### src/rtl/lda_pkg.sv
// Shared types and constants for the line-draw accelerator: register map,
// FSM states and the packed screen point used by the register file and datapath.
package lda_pkg;

   localparam int unsigned X_WIDTH   = 9;
   localparam int unsigned Y_WIDTH   = 8;
   localparam int unsigned COL_WIDTH = 3;

   localparam logic [2:0] ADDR_MODE   = 3'd0;
   localparam logic [2:0] ADDR_STATUS = 3'd1;
   localparam logic [2:0] ADDR_GO     = 3'd2;
   localparam logic [2:0] ADDR_START  = 3'd3;
   localparam logic [2:0] ADDR_END    = 3'd4;
   localparam logic [2:0] ADDR_COLOUR = 3'd5;

   typedef enum logic [1:0] {StIdle, StSetup, StDraw, StDone} state_t;

   typedef struct packed {
      logic [X_WIDTH-1:0] x;
      logic [Y_WIDTH-1:0] y;
   } point_t;

   // Register image of a point: [8:0]=x, [16:9]=y, upper bits zero.
   function automatic logic [31:0] pack_point(point_t p);
      return {{(32 - X_WIDTH - Y_WIDTH){1'b0}}, p.y, p.x};
   endfunction

endpackage

### src/rtl/lda_bresenham.sv
// Bresenham line engine: one SETUP cycle to normalise the endpoints, then one
// pixel per cycle from the low to the high end of the major axis.
module lda_bresenham
   import lda_pkg::*;
(
   input  logic                 clk,
   input  logic                 reset_n,
   input  logic                 start,
   input  point_t               p0,
   input  point_t               p1,
   input  logic [COL_WIDTH-1:0] colour,
   output logic                 busy,
   output logic                 done,
   output logic [X_WIDTH-1:0]   x,
   output logic [Y_WIDTH-1:0]   y,
   output logic [COL_WIDTH-1:0] pix_colour,
   output logic                 plot
);

   localparam int unsigned ErrW = X_WIDTH + 2;
   typedef logic [X_WIDTH-1:0] coord_t;

   state_t                 state_q;
   logic                   steep_q;
   logic                   ystep_neg_q;
   coord_t                 cur_a_q, cur_b_q, end_a_q, dx_q, dy_q;
   logic signed [ErrW-1:0] err_q;
   logic [COL_WIDTH-1:0]   colour_q;

   coord_t x0e, y0e, x1e, y1e, adx, ady;
   coord_t a0, b0, a1, b1, sa0, sb0, sa1, sb1, dx_w, dy_w;
   logic   steep, swap;
   logic signed [ErrW-1:0] err_step;
   logic   err_pos;

   // Endpoint normalisation: a is the major axis, b the minor one.
   always_comb begin
      x0e   = p0.x;
      x1e   = p1.x;
      y0e   = coord_t'(p0.y);
      y1e   = coord_t'(p1.y);
      adx   = (x1e >= x0e) ? x1e - x0e : x0e - x1e;
      ady   = (y1e >= y0e) ? y1e - y0e : y0e - y1e;
      steep = ady > adx;
      a0    = steep ? y0e : x0e;
      b0    = steep ? x0e : y0e;
      a1    = steep ? y1e : x1e;
      b1    = steep ? x1e : y1e;
      swap  = a0 > a1;
      sa0   = swap ? a1 : a0;
      sb0   = swap ? b1 : b0;
      sa1   = swap ? a0 : a1;
      sb1   = swap ? b0 : b1;
      dx_w  = sa1 - sa0;
      dy_w  = (sb1 >= sb0) ? sb1 - sb0 : sb0 - sb1;
   end

   always_comb begin
      err_step = err_q + $signed({2'b00, dy_q});
      err_pos  = !err_step[ErrW-1] && (err_step != '0);
   end

   always_ff @(posedge clk or negedge reset_n) begin
      if (!reset_n) begin
         state_q     <= StIdle;
         steep_q     <= 1'b0;
         ystep_neg_q <= 1'b0;
         cur_a_q     <= '0;
         cur_b_q     <= '0;
         end_a_q     <= '0;
         dx_q        <= '0;
         dy_q        <= '0;
         err_q       <= '0;
         colour_q    <= '0;
      end else begin
         unique case (state_q)
            StIdle: begin
               if (start) state_q <= StSetup;
            end
            StSetup: begin
               steep_q     <= steep;
               ystep_neg_q <= sb1 < sb0;
               cur_a_q     <= sa0;
               cur_b_q     <= sb0;
               end_a_q     <= sa1;
               dx_q        <= dx_w;
               dy_q        <= dy_w;
               err_q       <= -$signed({3'b000, dx_w[X_WIDTH-1:1]});
               colour_q    <= colour;
               state_q     <= StDraw;
            end
            StDraw: begin
               if (cur_a_q == end_a_q) begin
                  state_q <= StDone;
               end else begin
                  cur_a_q <= cur_a_q + coord_t'(1);
                  if (err_pos) begin
                     cur_b_q <= ystep_neg_q ? cur_b_q - coord_t'(1) : cur_b_q + coord_t'(1);
                     err_q   <= err_step - $signed({2'b00, dx_q});
                  end else begin
                     err_q <= err_step;
                  end
               end
            end
            StDone: begin
               state_q <= StIdle;
            end
         endcase
      end
   end

   always_comb begin
      busy       = (state_q == StSetup) || (state_q == StDraw);
      done       = state_q == StDone;
      plot       = state_q == StDraw;
      x          = steep_q ? cur_b_q : cur_a_q;
      y          = steep_q ? cur_a_q[Y_WIDTH-1:0] : cur_b_q[Y_WIDTH-1:0];
      pix_colour = colour_q;
   end

endmodule

### src/rtl/lda_line_accel.sv
// Avalon-MM line-draw peripheral: register file, GO handshake (stall or poll)
// and screen clipping around the Bresenham engine.
module lda_line_accel
   import lda_pkg::*;
#(
   parameter int unsigned SCR_W = 336,
   parameter int unsigned SCR_H = 210,
   parameter int unsigned X_W   = X_WIDTH,
   parameter int unsigned Y_W   = Y_WIDTH,
   parameter int unsigned COL_W = COL_WIDTH
) (
   input  logic             clk,
   input  logic             reset_n,
   input  logic [2:0]       avs_address,
   input  logic             avs_read,
   input  logic             avs_write,
   input  logic [31:0]      avs_writedata,
   output logic [31:0]      avs_readdata,
   output logic             avs_waitrequest,
   output logic [X_W-1:0]   vga_x,
   output logic [Y_W-1:0]   vga_y,
   output logic [COL_W-1:0] vga_colour,
   output logic             vga_plot
);

   localparam logic [X_W-1:0] XLim = X_W'(SCR_W);
   localparam logic [Y_W-1:0] YLim = Y_W'(SCR_H);

   logic                 mode_q;
   logic                 line_stall_q;
   point_t               start_q, end_q;
   logic [COL_WIDTH-1:0] colour_q;

   logic                 busy, done, idle, go_wr, line_start, pix_plot;
   logic [X_WIDTH-1:0]   pix_x;
   logic [Y_WIDTH-1:0]   pix_y;
   logic [COL_WIDTH-1:0] pix_colour;

   logic unused_bus;
   assign unused_bus = ^{avs_read, avs_writedata[31:X_WIDTH+Y_WIDTH]};

   always_comb begin
      idle       = !busy && !done;
      go_wr      = avs_write && (avs_address == ADDR_GO);
      line_start = idle && go_wr;
      // A stall-mode GO is held from its first cycle until the engine reaches DONE.
      avs_waitrequest = go_wr && ((idle && !mode_q) || (busy && line_stall_q));
   end

   always_ff @(posedge clk or negedge reset_n) begin
      if (!reset_n) begin
         mode_q       <= 1'b0;
         line_stall_q <= 1'b0;
         start_q      <= '0;
         end_q        <= '0;
         colour_q     <= '0;
      end else begin
         if (line_start) line_stall_q <= !mode_q;
         if (avs_write) begin
            case (avs_address)
               ADDR_MODE:   mode_q   <= avs_writedata[0];
               ADDR_START:  start_q  <= '{x: avs_writedata[X_WIDTH-1:0],
                                          y: avs_writedata[X_WIDTH+Y_WIDTH-1:X_WIDTH]};
               ADDR_END:    end_q    <= '{x: avs_writedata[X_WIDTH-1:0],
                                          y: avs_writedata[X_WIDTH+Y_WIDTH-1:X_WIDTH]};
               ADDR_COLOUR: colour_q <= avs_writedata[COL_WIDTH-1:0];
               default: ;
            endcase
         end
      end
   end

   always_comb begin
      avs_readdata = '0;
      case (avs_address)
         ADDR_MODE:   avs_readdata[0] = mode_q;
         ADDR_STATUS: avs_readdata[0] = busy;
         ADDR_START:  avs_readdata = pack_point(start_q);
         ADDR_END:    avs_readdata = pack_point(end_q);
         ADDR_COLOUR: avs_readdata[COL_WIDTH-1:0] = colour_q;
         default: ;
      endcase
   end

   lda_bresenham u_bresenham (
      .clk        (clk),
      .reset_n    (reset_n),
      .start      (line_start),
      .p0         (start_q),
      .p1         (end_q),
      .colour     (colour_q),
      .busy       (busy),
      .done       (done),
      .x          (pix_x),
      .y          (pix_y),
      .pix_colour (pix_colour),
      .plot       (pix_plot)
   );

   // Off-screen pixels still take their DRAW cycle; only the strobe is suppressed.
   always_comb begin
      vga_x      = pix_x;
      vga_y      = pix_y;
      vga_colour = pix_colour;
      vga_plot   = pix_plot && (pix_x < XLim) && (pix_y < YLim);
   end

endmodule

### config.mk
export PLATFORM = sky130hd
export DESIGN_NAME = lda_line_accel
export DESIGN_NICKNAME = d
export VERILOG_FILES = /design/src/rtl/lda_pkg.sv /design/src/rtl/lda_bresenham.sv /design/src/rtl/lda_line_accel.sv
export SDC_FILE = /design/constraint.sdc
export NUM_CORES = 1
export LEC_CHECK = 0
export BUFFER_PORTS_ARGS = -buffer_cell sky130_fd_sc_hd__buf_4
export CAP_MARGIN = 20
export CORE_MARGIN = 2
export CORE_UTILIZATION = 25
export DETAILED_ROUTE_END_ITERATION = 10
export GPL_ROUTABILITY_DRIVEN = 0
export SKIP_CTS_REPAIR_TIMING = 1
export SLEW_MARGIN = 15
export SYNTH_ARGS = -nofsm -noshare
export SYNTH_HDL_FRONTEND = slang
export SYNTH_SLANG_ARGS = --single-unit
### constraint.sdc
create_clock -name clk -period 32.6 [get_ports clk]
set_input_delay 8.15 -clock clk [delete_from_list [all_inputs] [get_ports clk]]
set_output_delay 8.15 -clock clk [all_outputs]
set_load 0.005 [all_outputs]
==> metrics.txt, run 1 <==
result of the run=finished clean; global route total overflow=0; final worst-path setup slack=14.88 ns; sequential-to-total area share from yosys stat=0.242; final hold violations=0; maximum level of the CTS H-tree=3; worst setup path startpoint=avs_address[1]; Critical Path Sink Type=primary output; Via-to-Cell Ratio=5.07; number of rows created at floorplan=75; final net count=1458; number of antenna violations at the first check in global routing=0; data arrival time at the worst-slack endpoint=9.57 ns; post-synthesis share of cell area spent on full adders, half adders and majority gates=0.134; Post-Route Skew=0.0174 ns; buffer type at the clock tree root=sky130_fd_sc_hd__clkbuf_16; summed negative setup slack over all endpoints=0 ns; Cell Count, Final, Fillers Out=1856; startpoint of the worst hold path=line_stall_q; max-cap violation count=0; final worst path period share=0.544; post-synthesis instance total=1285; clock transition at the register clock pins on the worst setup and hold paths after CTS=0.08 ns; Die H=209 µm; max-slew violation total from the final report=0; post-detailed-route DRC marker count=0; DIE WIDTH=209 µm; largest net degree at the start of global routing=93; diodes inserted=0; startpoint of the worst-slack reg-to-reg timing path=start_q[9]; layout cell share with drive strength beyond 1=0.138; pre-CTS setup slack=14.93 ns; number of global-route vias before repair=9241; most frequently used flop master after synthesis=sky130_fd_sc_hd__dfrtp_1; Yosys reg bits=102; synthesized area=0.0105 mm²; kind of start point of the critical path=primary input; post-detailed-placement half-perimeter wirelength=24900 µm; Pre-antenna DRT Iters=6; transition time at the pin with the least slew margin=0.962 ns; final routed wirelength across all metal layers=31700 µm; simple logic cell fraction of the synthesized area=0.158; insertion delay to the later sink of the worst-skew pair=0.38 ns; Total GRT Usage=0.145; port buffer count=61; IO Pins=93; Syn-to-layout area delta=12.7%; endpoint required time on the critical path=24.45 ns; number of distinct standard cells referenced by the synthesized netlist=83; largest fanout of any net on the critical path=15; core region area=0.0418 mm²; Placed Cells incl. Taps=1838; effective utilization at floorplan=0.252; die area=0.0438 mm²; Detail Route Antenna Nets=0; largest family of logic cells by synthesized area=compound AO/OA/AOI/OAI gates; average instance area after synthesis=8.20 µm²; TritonCTS clock tree=yes; proportion of synthesized area in mux cells=0.120; Period minus WS final=17.72 ns; TritonCTS buffer count=9; final setup violation count=0; Warnings, synthesis=0; total via count in the routed design=9417; RSZ-0062 raised after global routing=false; EDFF count, synth=0; path type of the worst setup path=in2out; WL/cell=17.1 µm; post-synthesis xor/xnor area fraction=0.0520; achievable frequency=0.0564 GHz; Synth async-reset ratio=1.00; post-synthesis compound-gate area fraction=0.221; total number of clock tree sinks=102; worst hold path type=reg2reg; relative slew slack=0.356; buffer depth of the longest clock path=2; global-route wire length before repair=50700 µm; DRC marker count from the first detailed-route iteration=744; number of fillers in the final layout=4438
==> layer usage <==
layer,routed length [µm],GRT usage,vias up
li1,-,-,4580
met1,14400,0.192,4489
met2,14800,0.245,296
met3,1540,0.0138,52
met4,981,0.0547,0
met5,0,0,-
==> cell usage after synthesis (all sizes together), types with 13 or more instances <==
library cell,n,area [µm²]
mux2i,56,573
a21oi,110,566
nor3,21,126
ha,98,1230
a22o,17,149
a21o,21,158
xnor2,40,373
nand3,23,125
xor2,20,175
mux2,59,664
inv,115,432
o21ai,108,541
nand2,130,498
clkbuf,37,139
nor2,94,353
buf,36,204
dfrtp,102,2550
nand4,13,87.6
==> flip-flops by register name, indices dropped and copies added, names as in the netlist, 2 cells and up <==
signal / cells
colour_q: 3
end_q: 17
start_q: 17
u_bresenham.cur_a_q: 9
u_bresenham.cur_b_q: 9
u_bresenham.dx_q: 9
u_bresenham.dy_q: 9
u_bresenham.end_a_q: 9
u_bresenham.err_q: 11
u_bresenham.pix_colour: 3
u_bresenham.state_q: 2
==> path summary, 6_finish.rpt <==
check | end | slack, ns | cells after the start
min in group asynchronous | end_q[3] | 7.77 | 1
min | line_stall_q | 0.49 | 2
min reg2reg | line_stall_q | 0.49 | 2
max reg2reg | u_bresenham.dy_q[6] | 19.25 | 45
max in group asynchronous | u_bresenham.end_a_q[0] | 23.63 | 2
max | avs_readdata[9] | 14.88 | 5
==> cell type report <==
cell class,count,area (µm²),share of cell area
multi-input cells,1009,7270,0.613
clock inverters,7,129,0.0109
flip-flops and latches,102,2550,0.215
clock buffers,9,225,0.0190
repair buffers,75,583,0.0491
well taps,539,674,0.0568
inverters,115,432,0.0364
==> cell usage in the layout, fill, tap and decap left out, drive strengths merged, types with 4 or more instances in the layout <==
cell | netlist | layout
or4 | 4 | 4
o221ai | 8 | 8
o211ai | 8 | 8
nor2b | 11 | 11
nor4 | 8 | 8
nor2 | 94 | 94
or3 | 7 | 7
o21bai | 10 | 10
a21o | 21 | 21
nand2 | 130 | 130
nor3 | 21 | 21
nand3b | 6 | 6
a211oi | 12 | 12
ha | 98 | 98
xor2 | 20 | 20
o21a | 9 | 9
nand2b | 10 | 10
mux2 | 59 | 59
dfrtp | 102 | 102
nand3 | 23 | 23
a31oi | 12 | 12
fa | 9 | 9
o21ai | 108 | 108
mux2i | 56 | 56
a221oi | 4 | 4
and3 | 5 | 5
inv | 115 | 116
a21oi | 110 | 110
xnor2 | 40 | 40
o22ai | 8 | 8
conb | 1 | 15
nand4 | 13 | 13
clkinv | 0 | 4
a22o | 17 | 17
clkbuf | 37 | 9
buf | 36 | 75
o31ai | 8 | 8
==> critical path, stage by stage <==
cell and delay (ns):
sky130_fd_sc_hd__buf_4 0.14, sky130_fd_sc_hd__nand2b_1 0.17, sky130_fd_sc_hd__nor2_1 0.71, sky130_fd_sc_hd__a22o_1 0.28, sky130_fd_sc_hd__buf_4 0.12
==> stage by stage <==
step           cell area, µm²  utilization  hold WS [ns]
6_report                11900        0.284         0.493
5_1_grt                 11900        0.284         0.527
4_1_cts                 11800        0.283         0.498
3_5_place_dp            11500        0.275         0.477
3_3_place_gp            11500        0.275         0.469
2_1_floorplan           10600            -         0.450
==> logic make-up after synthesis <==
group                      count (synthesis)
other                                      1
adders and majority gates                107
muxes                                    116
DFF                                      102
buffers and inverters                    188
AOI/OAI and AO/OA                        365
xor gates and xnor gates                  60
and+or+nand+nor                          346
Power of run 1 is left out: the tool's default activity adds up to more than one toggle a clock period on the data nets, which glitch-free logic cannot reach.
==> inputs of run 2 (changes only) <==
clock period = 18.45 ns   (was 32.6 ns; I/O delays follow)
==> metrics.txt, run 2 (same netlist as run 1, synthesis figures left out) <==
DIE WIDTH=209 µm (unchanged); result of the run=finished clean; Syn-to-layout area delta=12.0%; IO Pins=93 (unchanged); Total GRT Usage=0.143 (-0.00237); core region area=0.0418 mm² (unchanged); buffer depth of the longest clock path=2 (unchanged); number of antenna violations at the first check in global routing=0 (unchanged); total number of clock tree sinks=102 (unchanged); number of rows created at floorplan=75 (unchanged); diodes inserted=0 (unchanged); final setup violation count=0 (unchanged); Detail Route Antenna Nets=0 (unchanged); TritonCTS clock tree=yes; Critical Path Sink Type=register; max-slew violation total from the final report=0 (unchanged); port buffer count=61 (unchanged); post-detailed-route DRC marker count=0 (unchanged); clock transition at the register clock pins on the worst setup and hold paths after CTS=0.09 ns (about the same); largest registers=end_q x17, start_q x17, u_bresenham.err_q x11; global route total overflow=0 (unchanged); Post-Route Skew=0.0158 ns (-0.00156 ns); buffer type at the clock tree root=sky130_fd_sc_hd__clkbuf_16; effective utilization at floorplan=0.252 (unchanged); RSZ-0062 raised after global routing=false; max-cap violation count=0 (unchanged); Multi-input gate area=0.00727 mm² (about the same); top cell family by delay on the critical path=compound AO/OA/AOI/OAI gates; Via-to-Cell Ratio=5.04 (-0.60%); largest net degree at the start of global routing=97 (+4.3%); maximum level of the CTS H-tree=3 (unchanged); Pre-antenna DRT Iters=5 (-1); commonest non-fill, non-tap cell in the layout=sky130_fd_sc_hd__nand2_1; total area of sequential cells=0.00255 mm² (unchanged); global-route wire length before repair=49800 µm (-1.7%); post-detailed-placement half-perimeter wirelength=24400 µm (-1.9%); final routed wirelength across all metal layers=31100 µm (-2.0%); total cell area at the placement stage=0.0115 mm² (unchanged); endpoint required time on the critical path=18.69 ns (-5.76 ns); count of buffering cells on the critical path with inverters included=5 (+3); area of all placed cells without fillers=0.0118 mm² (-0.60%); Crit path largest cell delay=0.71 ns (about the same); Cell Count, Final, Fillers Out=1854 (-0.11%); insertion delay to the later sink of the worst-skew pair=0.37 ns (about the same); path type of the worst setup path=reg2reg; layout cell share with drive strength beyond 1=0.138 (-0.000550); number of global-route vias before repair=8909 (-3.6%); leading cell types in the layout, fill and taps excluded=128 x sky130_fd_sc_hd__nand2_1, 115 x sky130_fd_sc_hd__inv_1, 108 x sky130_fd_sc_hd__a21oi_1; data arrival time at the worst-slack endpoint=13.67 ns (+4.10 ns); Period minus WS final=13.42 ns; worst hold path type=reg2reg; final worst path period share=0.727; WL/cell=16.8 µm (-1.9%); final hold violations=0 (unchanged); largest fanout of any net on the critical path=96 (+81); kind of start point of the critical path=register; relative slew slack=0.285 (-0.0709); final net count=1456 (-0.14%); summed negative setup slack over all endpoints=0 ns (unchanged); achievable frequency=0.0745 GHz; TritonCTS buffer count=9 (unchanged); Placed Cells incl. Taps=1838 (unchanged); total via count in the routed design=9350 (-0.71%); transition time at the pin with the least slew margin=1.07 ns (+0.106 ns); die area=0.0438 mm² (unchanged); Critical-path top delay cell=sky130_fd_sc_hd__buf_4; number of fillers in the final layout=4464 (+0.59%); Die H=209 µm (unchanged); DRC marker count from the first detailed-route iteration=730 (-1.9%)
run 2: path summary, 6_finish.rpt:
kind | start | end | slack, ns | cells after the start
min reg2reg | line_stall_q | line_stall_q | 0.49 | 2
max | start_q[9] | u_bresenham.dy_q[6] | 5.03 | 46
min in group asynchronous | reset_n | end_q[3] | 4.22 | 1
max reg2reg | start_q[9] | u_bresenham.dy_q[6] | 5.03 | 46
max in group asynchronous | reset_n | u_bresenham.end_a_q[0] | 12.99 | 2
min | line_stall_q | line_stall_q | 0.49 | 2
run 2: stage by stage:
stage / utilization / setup WS (ns) / hold WS, ns
CTS: 0.282 / 5.27 / 0.498
detailed placement: 0.275 / 5.36 / 0.477
finish: 0.282 / 5.03 / 0.493
global placement: 0.275 / 5.51 / 0.463
floorplan: - / 7.10 / 0.450
global route: 0.282 / 4.23 / 0.508
run 2: layout make-up:
type                       instances  share of cell area
clock buffer                       9              0.0191
clock inverter                     7             0.00774
inverter                         115              0.0366
multi-input combinational       1009               0.617
sequential                       102               0.216
tap                              539              0.0572
timing repair buffer              73              0.0465
run 2: worst register-to-register path: cells and delay by family, from the launching register on:
| kind | cells | cell delay [ns] |
|---|---|---|
| buffers and inverters | 5 | 1.68 |
| AND/OR/NAND/NOR | 8 | 2.39 |
| flip-flops | 1 | 0.56 |
| XOR/XNOR | 1 | 0.20 |
| multiplexers | 4 | 1.63 |
| adder cells (fa/ha/maj) | 4 | 1.64 |
| AO/OA/AOI/OAI | 24 | 5.23 |
run 2: routing by layer:
layer / global-route usage / vias up / share of wire
met5: 0 / - / 0
met1: 0.195 / 4438 / 0.46
met4: 0.0650 / 0 / 0.043
li1: - / 4578 / -
met3: 0.0148 / 55 / 0.045
met2: 0.228 / 279 / 0.45
Power of run 2 is left out for the same reason.
==> inputs of run 3 (changes only) <==
ABC_AREA = 1   (was unset)
clock period = 13.8 ns   (was 18.45 ns; I/O delays follow)
==> metrics.txt, run 3 <==
sequential-to-total area share from yosys stat=0.258 (+0.0152); startpoint of the worst-slack reg-to-reg timing path=start_q[10]; post-detailed-placement half-perimeter wirelength=22900 µm (-6.4%); largest fanout of any net on the critical path=66 (-31%); post-detailed-route DRC marker count=0 (unchanged); relative slew slack=0.331 (+0.0452); data arrival time at the worst-slack endpoint=10.79 ns (-2.88 ns); maximum level of the CTS H-tree=3 (unchanged); number of antenna violations at the first check in global routing=1 (+1); max-cap violation count=0 (unchanged); Critical-path top delay cell=sky130_fd_sc_hd__o21ai_0; destination of the critical timing path=u_bresenham.dy_q[6]; number of rows created at floorplan=72 (-4.0%); RSZ-0062 raised after global routing=false; Multi-input gate area=0.00626 mm² (-14%); total number of clock tree sinks=102 (unchanged); destination of the worst register-to-register timing path=u_bresenham.dy_q[6]; Pre-antenna DRT Iters=7 (+2); reg2reg setup slack=3.23 ns (-1.80 ns); most frequently used flop master after synthesis=sky130_fd_sc_hd__dfrtp_1; DRC marker count from the first detailed-route iteration=753 (+3.2%); Die H=203 µm (-2.9%); worst-case reg-to-reg path depth=43 (-6.5%); TritonCTS clock tree=yes; worst setup path startpoint=start_q[10]; leading cell types by count after synthesis=335 x sky130_fd_sc_hd__nand2_1, 214 x sky130_fd_sc_hd__inv_1, 192 x sky130_fd_sc_hd__o21ai_0; summed negative setup slack over all endpoints=0 ns (unchanged); Via-to-Cell Ratio=4.74 (-6.0%); final routed wirelength across all metal layers=29300 µm (-5.7%); synthesized area=0.00991 mm² (-5.9%); area share of the largest cell type after synthesis=0.258 (+0.0152); path type of the worst setup path=reg2reg; effective utilization at floorplan=0.255 (+0.00244); synth top area cells=sky130_fd_sc_hd__dfrtp_1 26%, sky130_fd_sc_hd__nand2_1 13%, sky130_fd_sc_hd__ha_1 12%, sky130_fd_sc_hd__o21ai_0 9.7%, sky130_fd_sc_hd__inv_1 8.1%; transition time at the pin with the least slew margin=1.00 ns (-0.0650 ns); final setup violation count=0 (unchanged); TritonCTS buffer count=9 (unchanged); number of global-route vias before repair=8824 (-0.95%); critical path's most frequent cell=sky130_fd_sc_hd__o21ai_0; Crit path largest cell delay=0.89 ns (+0.18 ns); Post-Route Skew=0.0155 ns (-0.000348 ns); most frequent cell after synthesis=sky130_fd_sc_hd__nand2_1; diodes inserted=0 (unchanged); result of the run=finished clean; leading cell types in the layout, fill and taps excluded=335 x sky130_fd_sc_hd__nand2_1, 214 x sky130_fd_sc_hd__inv_1, 192 x sky130_fd_sc_hd__o21ai_0; endpoint required time on the critical path=14.02 ns (-4.67 ns); EDFF count, synth=0 (unchanged); Period minus WS final=10.57 ns (-2.85 ns); Yosys top cell by area=sky130_fd_sc_hd__dfrtp_1; largest net degree at the start of global routing=67 (-31%); Detail Route Antenna Nets=0 (unchanged); global-route wire length before repair=46800 µm (-6.0%); IO Pins=93 (unchanged); achievable frequency=0.0946 GHz (+27%); buffer type at the clock tree root=sky130_fd_sc_hd__clkbuf_16; max-slew violation total from the final report=0 (unchanged); Critical Path Sink Type=register; Warnings, synthesis=0 (unchanged); number of fillers in the final layout=4335 (-2.9%); commonest non-fill, non-tap cell in the layout=sky130_fd_sc_hd__nand2_1; DIE WIDTH=203 µm (-2.9%); Total GRT Usage=0.143 (+0.000406); Syn-to-layout area delta=12.5%; largest registers=end_q x17, start_q x17, u_bresenham.err_q x11; insertion delay to the later sink of the worst-skew pair=0.38 ns (about the same); kind of start point of the critical path=register; core region area=0.0389 mm² (-6.8%); area of all placed cells without fillers=0.0111 mm² (-5.5%); post-synthesis instance total=1447 (+13%); Synth async-reset ratio=1.00 (unchanged); WL/cell=14.7 µm (-13%); final worst path period share=0.766 (+0.0386); worst hold path type=reg2reg; clock transition at the register clock pins on the worst setup and hold paths after CTS=0.07 ns (-0.02 ns); die area=0.0413 mm² (-5.8%); buffer depth of the longest clock path=2 (unchanged); global route total overflow=0 (unchanged); port buffer count=61 (unchanged); final hold violations=0 (unchanged); total area of sequential cells=0.00255 mm² (unchanged); total cell area at the placement stage=0.0108 mm² (-6.1%); average instance area after synthesis=6.85 µm² (-16%); number of distinct standard cells referenced by the synthesized netlist=51 (-39%); final net count=1623 (+11%); layout cell share with drive strength beyond 1=0.0945 (-0.0432); Yosys reg bits=102 (unchanged); total via count in the routed design=9478 (+1.4%)
-- run 3: worst min-delay path by stage --
stage	from	cells after the start	endpoint	slack, ns
floorplan	line_stall_q	2	line_stall_q	0.45
global placement	u_bresenham.pix_colour[0]	2	u_bresenham.pix_colour[0]	0.46
detailed placement	u_bresenham.pix_colour[0]	2	u_bresenham.pix_colour[0]	0.47
CTS	u_bresenham.pix_colour[0]	2	u_bresenham.pix_colour[0]	0.49
global route	start_q[16]	2	start_q[16]	0.50
finish	u_bresenham.pix_colour[0]	2	u_bresenham.pix_colour[0]	0.48
-- run 3: area by class of cell --
| cell class | instances | area share |
|---|---|---|
| clock inverters | 5 | 0.00932 |
| well taps | 518 | 0.0581 |
| clock buffers | 11 | 0.0218 |
| repair buffers | 68 | 0.0465 |
| inverters | 219 | 0.0737 |
| flip-flops and latches | 102 | 0.229 |
| multi-input cells | 1077 | 0.562 |
-- run 3: layer usage --
layer,global-route usage,vias to the layer above,share of wire
met2,0.223,313,0.43
met5,0,-,0
met1,0.206,4400,0.48
met4,0.0323,0,0.012
li1,-,4743,-
met3,0.0252,22,0.072
-- run 3: worst max-delay path: cells and delay by family, from the launching register on --
kind                     cells  cell delay (ns)
flip-flops                   1             0.47
AO/OA/AOI/OAI               17             4.70
buffers and inverters        5             0.62
XOR/XNOR                     2             0.33
AND/OR/NAND/NOR             15             2.61
adder cells (fa/ha/maj)      4             1.58
-- run 3: stage by stage --
stage	instances	hold WS [ns]	setup WS, ns	utilization
2_1_floorplan	1461	0.450	5.22	-
3_3_place_gp	1982	0.463	3.74	0.277
3_5_place_dp	1982	0.467	3.57	0.277
4_1_cts	1998	0.486	3.48	0.286
5_1_grt	2000	0.504	2.38	0.286
6_report	2000	0.477	3.23	0.286
-- run 3: cell families (layout without fill, tap and decap cells) --
family | after synthesis | count (layout) | synth area share
compound gates | 358 | 358 | 0.196
xor+xnor | 48 | 48 | 0.0424
buf+inv | 282 | 303 | 0.116
flops | 102 | 102 | 0.258
simple gates | 546 | 546 | 0.242
other cells | 1 | 15 | 0.000378
mux | 3 | 3 | 0.00316
fa+ha+maj | 107 | 107 | 0.142
Power of run 3 is left out for the same reason.
